### config.mk
export PLATFORM = sky130hd
export DESIGN_NAME = fwd_stall_unit
export DESIGN_NICKNAME = d
export VERILOG_FILES = /design/src/rtl/fwd_stall_unit.sv
export SDC_FILE = /design/constraint.sdc
export NUM_CORES = 1
export LEC_CHECK = 0
export ABC_AREA = 1
export CAP_MARGIN = 20
export CORE_ASPECT_RATIO = 0.8
export CORE_MARGIN = 2
export CORE_UTILIZATION = 40
export CTS_BUF_LIST = sky130_fd_sc_hd__clkbuf_8
export DETAILED_ROUTE_END_ITERATION = 7
export GPL_TIMING_DRIVEN = 1
export PLACE_DENSITY = 0.69
export SYNTH_ARGS = -nofsm -noshare
export SYNTH_HDL_FRONTEND = slang
export SYNTH_SLANG_ARGS = --single-unit
### constraint.sdc
create_clock -name clk -period 3.46 [get_ports clk]
set_input_delay 0.865 -clock clk [delete_from_list [all_inputs] [get_ports clk]]
set_output_delay 0.865 -clock clk [all_outputs]
set_load 0.05 [all_outputs]
### src/rtl/fwd_stall_unit.sv
// Forwarding-select and load-use stall unit beside the ID/EX boundary.
// Selects are registered and align with EX, one cycle after ID; stall is combinational and same-cycle; en=0 freezes all state.
module fwd_stall_unit #(
    parameter int DATA_W    = 16,
    parameter int REG_AW    = 3,
    parameter int FWD_DEPTH = 2,
    parameter int SEL_W     = $clog2(FWD_DEPTH + 1)
) (
    input  logic              clk,
    input  logic              rst,
    input  logic              en,
    input  logic              flush,
    input  logic              id_valid,
    input  logic [DATA_W-1:0] instruction,
    output logic [SEL_W-1:0]  fwd_op1_sel,
    output logic [SEL_W-1:0]  fwd_op2_sel,
    output logic [SEL_W-1:0]  fwd_wdata_sel,
    output logic              stall
);

    logic [3:0]        opcode;
    logic [REG_AW-1:0] rs;
    logic [REG_AW-1:0] rt;
    logic [REG_AW-1:0] rd;
    logic              unused_imm;

    assign opcode     = instruction[15:12];
    assign rs         = instruction[9 +: REG_AW];
    assign rt         = instruction[6 +: REG_AW];
    assign rd         = instruction[3 +: REG_AW];
    assign unused_imm = ^instruction[2:0];

    // Index 0 holds the producer one stage ahead (in EX).
    logic              hist_vld [FWD_DEPTH];
    logic [REG_AW-1:0] hist_reg [FWD_DEPTH];
    logic              hist_ld  [FWD_DEPTH];

    logic              use_op1;
    logic              use_op2;
    logic              use_wd;
    logic              dst_en;
    logic [REG_AW-1:0] dst;
    logic              is_load;

    always_comb begin
        use_op1 = 1'b0;
        use_op2 = 1'b0;
        use_wd  = 1'b0;
        dst_en  = 1'b0;
        dst     = rd;
        is_load = 1'b0;
        case (opcode)
            4'd0: begin
                use_op1 = 1'b1;
                use_op2 = 1'b1;
                dst_en  = 1'b1;
                dst     = rd;
            end
            4'd1, 4'd3: begin
                use_op2 = 1'b1;
                dst_en  = 1'b1;
                dst     = rs;
            end
            4'd4: begin
                use_op1 = 1'b1;
                dst_en  = 1'b1;
                dst     = rt;
                is_load = 1'b1;
            end
            4'd5: begin
                use_op1 = 1'b1;
                use_wd  = 1'b1;
            end
            4'd6: begin
                use_op1 = 1'b1;
                use_op2 = 1'b1;
            end
            default: ;
        endcase
    end

    // Scan oldest to youngest so the nearest producer overwrites the result.
    logic [SEL_W-1:0] sel_rs;
    logic [SEL_W-1:0] sel_rt;

    always_comb begin
        sel_rs = '0;
        sel_rt = '0;
        for (int k = FWD_DEPTH - 1; k >= 0; k--) begin
            if (hist_vld[k] && (rs != '0) && (hist_reg[k] == rs))
                sel_rs = SEL_W'(k + 1);
            if (hist_vld[k] && (rt != '0) && (hist_reg[k] == rt))
                sel_rt = SEL_W'(k + 1);
        end
    end

    logic hazard_rs;
    logic hazard_rt;
    logic ld_ahead;

    assign ld_ahead  = hist_vld[0] && hist_ld[0];
    assign hazard_rs = use_op1 && (rs != '0) && ld_ahead && (hist_reg[0] == rs);
    assign hazard_rt = (use_op2 || use_wd) && (rt != '0) && ld_ahead && (hist_reg[0] == rt);
    assign stall     = id_valid && !flush && (hazard_rs || hazard_rt);

    logic bubble;
    assign bubble = !id_valid || stall || flush;

    always_ff @(posedge clk) begin
        if (rst) begin
            for (int i = 0; i < FWD_DEPTH; i++) begin
                hist_vld[i] <= 1'b0;
                hist_reg[i] <= '0;
                hist_ld[i]  <= 1'b0;
            end
            fwd_op1_sel   <= '0;
            fwd_op2_sel   <= '0;
            fwd_wdata_sel <= '0;
        end else if (en) begin
            for (int i = FWD_DEPTH - 1; i > 0; i--) begin
                hist_vld[i] <= hist_vld[i-1];
                hist_reg[i] <= hist_reg[i-1];
                hist_ld[i]  <= hist_ld[i-1];
            end
            hist_vld[0] <= !bubble && dst_en && (dst != '0);
            hist_reg[0] <= dst;
            hist_ld[0]  <= is_load;
            // A taken branch kills everything still in flight, overriding the shift.
            if (flush) begin
                for (int i = 0; i < FWD_DEPTH; i++)
                    hist_vld[i] <= 1'b0;
            end
            fwd_op1_sel   <= (!bubble && use_op1) ? sel_rs : '0;
            fwd_op2_sel   <= (!bubble && use_op2) ? sel_rt : '0;
            fwd_wdata_sel <= (!bubble && use_wd)  ? sel_rt : '0;
        end
    end

endmodule

==> results of run 1 <==
-- tightest hold or removal path: cells and delay by family (launching register included) --
family,cells,cell delay [ns]
flip-flops,1,0.31
AND/OR/NAND/NOR,2,0.10
-- what timing repair did --
item,4_1_cts,5_1_grt
setup buffers,0,2
endpoints found under the setup margin,0,1
hold endpoints to repair,0,0
resized for setup,0,8
-- cell usage after synthesis, drive strengths merged --
cell type  instances  area, um^2
nand2             47         189
nor2              35         149
inv               23        86.3
nand3             10        60.1
dfxtp              8         160
o21ai              8        47.6
edfxtp             7         210
nand4              6        37.5
nor3               3        20.0
xor2               2        17.5
a22oi              1        7.51
a31oi              1        6.26
and3               1        6.26
nor3b              1        7.51
or2                1        6.26
-- area by class of cell --
class	count	area share (%)
Clock buffer	3	2.96
Clock inverter	1	0.359
Inverter	23	6.19
Multi-Input combinational cell	116	41.1
Sequential cell	15	26.6
Tap cell	36	3.23
Timing Repair Buffer	26	19.6
-- cells in the final DEF, fill, tap and decap left out, drive strengths merged, types with 2 or more instances in the layout --
master,n
buf,3
clkbuf,3
clkdlybuf4s50,20
dfxtp,8
dlymetal6s2s,3
edfxtp,7
inv,23
nand2,47
nand3,10
nand4,6
nor2,35
nor3,3
o21ai,8
xor2,2
-- where the power goes --
part / internal (uW) / switching [uW] / leakage [uW]
combinational: 35.4 / 46.4 / 0.000534
clock: 79.8 / 65.3 / 0.0000255
sequential: 193 / 4.28 / 0.000141
-- routing by layer --
layer,vias up,share of wire (%)
met2,20,46
met4,0,1.5
met3,4,4.1
met5,-,0
li1,549,-
met1,481,48
-- how the worst max path moves through the flow --
stage | from | end | cells past startpoint | slack [ns]
after CTS | instruction[12] | stall | 9 | 0.13
final | instruction[14] | stall | 10 | 0.13
after global routing | instruction[14] | stall | 10 | -0.01
after detailed placement | instruction[12] | stall | 9 | 0.13
after global placement | instruction[9] | stall | 10 | 0.17
after floorplan | instruction[13] | stall | 7 | 0.53
-- stage by stage --
step | total power, uW | std cells
floorplan | 243 | 154
CTS | 424 | 218
detailed placement | 278 | 214
global route | 442 | 220
global placement | 276 | 214
finish | 424 | 220
-- cell families (layout without fill, tap and decap cells) --
family,Yosys count,in the layout,share of synthesized area (%)
DFF,15,15,36.6
buffers and inverters,23,53,8.54
AOI/OAI and AO/OA,10,10,6.07
xor gates and xnor gates,2,2,1.73
and+or+nand+nor,104,104,47.0
==> results_dict.tcl, run 1 <==
set metrics [dict create \
    r2r_end "fwd_op1_sel[1]" \
    hold_end "fwd_wdata_sel[0]" \
    die_x_um 60.2 \
    synth_fp_nets 175 \
    grt_pass1_wl_um 3810 \
    worst_slack_ns 0.126 \
    clk_pin_slew_ns 0.06 \
    fmax_mhz 300 \
    worstSkewPairLatency_ns 0.25 \
    cp_num_buf_inv 3 \
    synth.avg_cell_area_um2 6.56 \
    syn-instance-count 154 \
    h-tree-depth 1 \
    drc 0 \
    fp.coreArea_um2 2420 \
    place.gp.congestion 0.854 \
    fin_area_um2 1390 \
    cpPeakStageDelay_ns 0.49 \
    io_buffers 24 \
    nets 206 \
    track_usage_pct 16.9 \
    grt_max_degree 10 \
    dieArea_um2 2950 \
    ios 28 \
    cts_tree "yes" \
    finalHoldViolCount 0 \
    largest_reg_flops 6 \
    start_util_pct 41.7 \
    synth-seq-cells 15 \
    worst_pin_slew_ns 0.499 \
    firstDrtPassIters 4 \
    min_path_cells 2 \
    wl_um 2300 \
    viasPerCell 4.79 \
    grt_pass1_vias 894 \
    ant_nets 0 \
    setup-tns-final_ns 0 \
    cp-start-kind "input port" \
    post-route-period-util_pct 96.3 \
    wire_per_inst_um 10.5 \
    dieHeight_um 49.0 \
    worstSetupPathType "input port to output pin" \
    dp_hpwl_um 1840 \
    min_period_ns 3.33 \
    synth_cell_types 21 \
    path_cells "clkdlybuf4s50_1 -> inv_1 -> nor2_4 -> nand2_1 -> nand3_2 -> nand3_1 -> nand2_1 -> nand2_4 -> nor3_4 -> buf_12" \
    synthToLayoutAreaGrowth_pct 37.9 \
    slew_headroom_pct 66.6 \
    clockRootBuffer "clkbuf_8" \
    num_rows 16 \
    crit_arrival_ns 2.47 \
    critical-path-top-delay-family "simple AND/OR/NAND/NOR gates" \
    rrSetupSlack_ns 2.13 \
    antenna_found_initial 0 \
    use_met1_pct 21.8 \
    hold_path.startpoint "fwd_wdata_sel[0]" \
    cts_sinks 15 \
    num_antenna_cells 0 \
    reg2reg_depth 10 \
    critPathRequiredTime_ns 2.59 \
    globalRouteMet2Util_pct 26.8 \
    vias 1054 \
    setup_viol_count_final 0 \
    p_per_area_nw_per_um2 304 \
    crit_top_cell "nand2_1" \
    seq_area_um2 370 \
    drive_gt1_share_pct 12.5 \
    grt_most_used_layer "met2" \
    dpl_cell_area_um2 1310 \
    place_ws_ns 0.131 \
    p_leak_uw 0.000701 \
    clockBufferDepth 2 \
    fin_skew_ns 0.000951 \
    synthesis.area_um2 1010 \
    yosys_warnings 0 \
    cts_made_buffers 3 \
    r2r_start "hist_reg[0][0]" \
    drv_cap 0 \
    drtIter0Drc 36 \
    ir_worst_vdd_v 0.000249 \
    yosysSeqAreaShare_pct 36.6 \
    multi_input_area_um2 573 \
    num-fill-cells 230 \
    worst_hold_slack_ns 0.450 \
    worstHoldPathType "flip-flop to flip-flop" \
    grt_overflow 0 \
    endpoint_kind "output pin" \
    crit_fanout 7 \
    status "finished, final reports clean" \
    final_util_pct 57.5 \
    crit_slowest_cell "clkdlybuf4s50_1" \
    cts_hold_buf 0 \
    drv_slew 0 \
    use_met3_pct 4.51 \
]
(Power assumes the default switching activity.)
==> run 2, diff against run 1 <==
CORE_MARGIN = 3   (was 2)
==> run 2 against run 1 <==
Clock power barely moved. Worst setup slack improved by 0.0074 ns. Routed wire length down 0.74%. First-iteration DRC count rose by 56%. Critical endpoint unchanged. Critical path type unchanged. Clock-buffer cell count unchanged. Via count is 1.0% lower.
==> results_dict.tcl, run 2 (same netlist as run 1, synthesis figures left out) <==
set metrics [dict create \
    endpoint_kind "output pin" \
    crit_arrival_ns 2.46 \
    drtIter0Drc 56 \
    post-route-period-util_pct 96.1 \
    firstDrtPassIters 4 \
    clockRootBuffer "clkbuf_8" \
    dpl_cell_area_um2 1300 \
    seq_area_um2 370 \
    grt_pass1_wl_um 4030 \
    ir_worst_vdd_v 0.000168 \
    grt_max_degree 10 \
    clk_pin_slew_ns 0.07 \
    p_seq_share_pct 46.9 \
    drive_gt1_share_pct 11.0 \
    drv_cap 0 \
    drv_slew 0 \
    grt_overflow 0 \
    io_buffers 24 \
    clockBufferDepth 2 \
    wl_um 2280 \
    dp_hpwl_um 1840 \
    viasPerCell 4.83 \
    place_ws_ns 0.155 \
    num_rows 15 \
    swShare_pct 27.1 \
    critPathRequiredTime_ns 2.59 \
    p_per_area_nw_per_um2 309 \
    multi_input_area_um2 561 \
    track_usage_pct 15.8 \
    fmax_mhz 301 \
    fin_area_um2 1360 \
    crit_fanout 7 \
    cp-start-kind "input port" \
    power.share.clock_pct 34.6 \
    num-fill-cells 209 \
    antenna_found_initial 0 \
    rrSetupSlack_ns 2.13 \
    slew_headroom_pct 66.3 \
    dieArea_um2 3170 \
    cts_tree "yes" \
    largest_reg_flops 6 \
    worst_slack_ns 0.134 \
    p_switching_uw 114 \
    ios 28 \
    fin_skew_ns 0.00302 \
    drc 0 \
    synthToLayoutAreaGrowth_pct 34.2 \
    p_int_uw 306 \
    dieHeight_um 51.0 \
    num_antenna_cells 0 \
    worstSetupPathType "input port to output pin" \
    setup_viol_count_final 0 \
    pwr-share-comb_pct 18.6 \
    worst_pin_slew_ns 0.504 \
    finalHoldViolCount 0 \
    place.gp.congestion 0.862 \
    wire_per_inst_um 10.6 \
    worstHoldPathType "flip-flop to flip-flop" \
    mostFrequentLayoutCells "42 x nand2_1, 30 x nor2_1, 23 x inv_1, 23 x clkdlybuf4s50_1" \
    cts_hold_buf 0 \
    die_x_um 62.2 \
    start_util_pct 44.5 \
    vias 1043 \
    nets 204 \
    worstSkewPairLatency_ns 0.25 \
    h-tree-depth 1 \
    p_leak_uw 0.000647 \
    min_period_ns 3.33 \
    ant_nets 0 \
    grt_pass1_vias 943 \
    final_common_cell "nand2_1" \
    cts_sinks 15 \
    status "finished, final reports clean" \
    fp.coreArea_um2 2270 \
    cts_made_buffers 3 \
]
## run 2: changes by cell type in the layout (fill, tap and decap cells not counted), sizes merged
| cell | change |
|---|---|
| buf | -2 |
| clkdlybuf4s50 | +3 |
| dlymetal6s2s | -3 |
## run 2: layout make-up
class	count	area share [%]
flip-flops and latches	15	27.3
repair buffers	24	18.5
clock buffers	3	3.04
multi-input cells	116	41.3
inverters	23	6.37
well taps	34	3.14
clock inverters	1	0.369
## run 2: metal layers
layer	part of all wire (%)	GRT usage (%)
met1	46	21.2
met2	44	25.0
met3	8.5	3.96
met4	1.0	5.51
met5	0	0
## run 2: path summary, 6_finish.rpt
kind,start,end,cells past startpoint
worst max-delay path,instruction[10],stall,8
worst min-delay path,fwd_op1_sel[1],fwd_op1_sel[1],2
worst max register to register,hist_reg[0][0],fwd_op2_sel[0],10
worst min register to register,fwd_op1_sel[1],fwd_op1_sel[1],2
## run 2: through the flow
stage,hold WS [ns],setup TNS (ns),total power [uW],util (%),instances
finish,0.454,0,420,59.7,216
global route,0.483,-0.00525,444,59.7,216
CTS,0.456,0,421,59.4,216
detailed placement,0.443,0,278,57.4,212
global placement,0.439,0,276,57.4,212
floorplan,0.449,0,243,-,154
## run 2: timing repair
action	CTS	global route
buffers inserted	0	0
setup endpoints to repair	0	1
resized for setup	0	1
## run 2: critical path, stage by stage
cell,delay (ns)
clkdlybuf4s50_1,0.60
nor2_1,0.08
o21ai_0,0.23
nand3_1,0.14
nand2_1,0.10
nand2_2,0.12
nor3_4,0.17
buf_12,0.16
## run 2: power by group through the flow
stage / sequential (uW) / clock (uW) / combinational, uW
after floorplan: 200 / 0 / 43.3
after global placement: 200 / 0 / 75.9
after detailed placement: 201 / 0 / 77.1
after CTS: 197 / 147 / 77.4
after global routing: 197 / 158 / 88.3
final: 197 / 145 / 77.9
==> run 3, diff against run 2 <==
REMOVE_ABC_BUFFERS = 1   (was default)
==> results of run 3 <==
Final layout, timing and power as in run 2 (identical DEF).
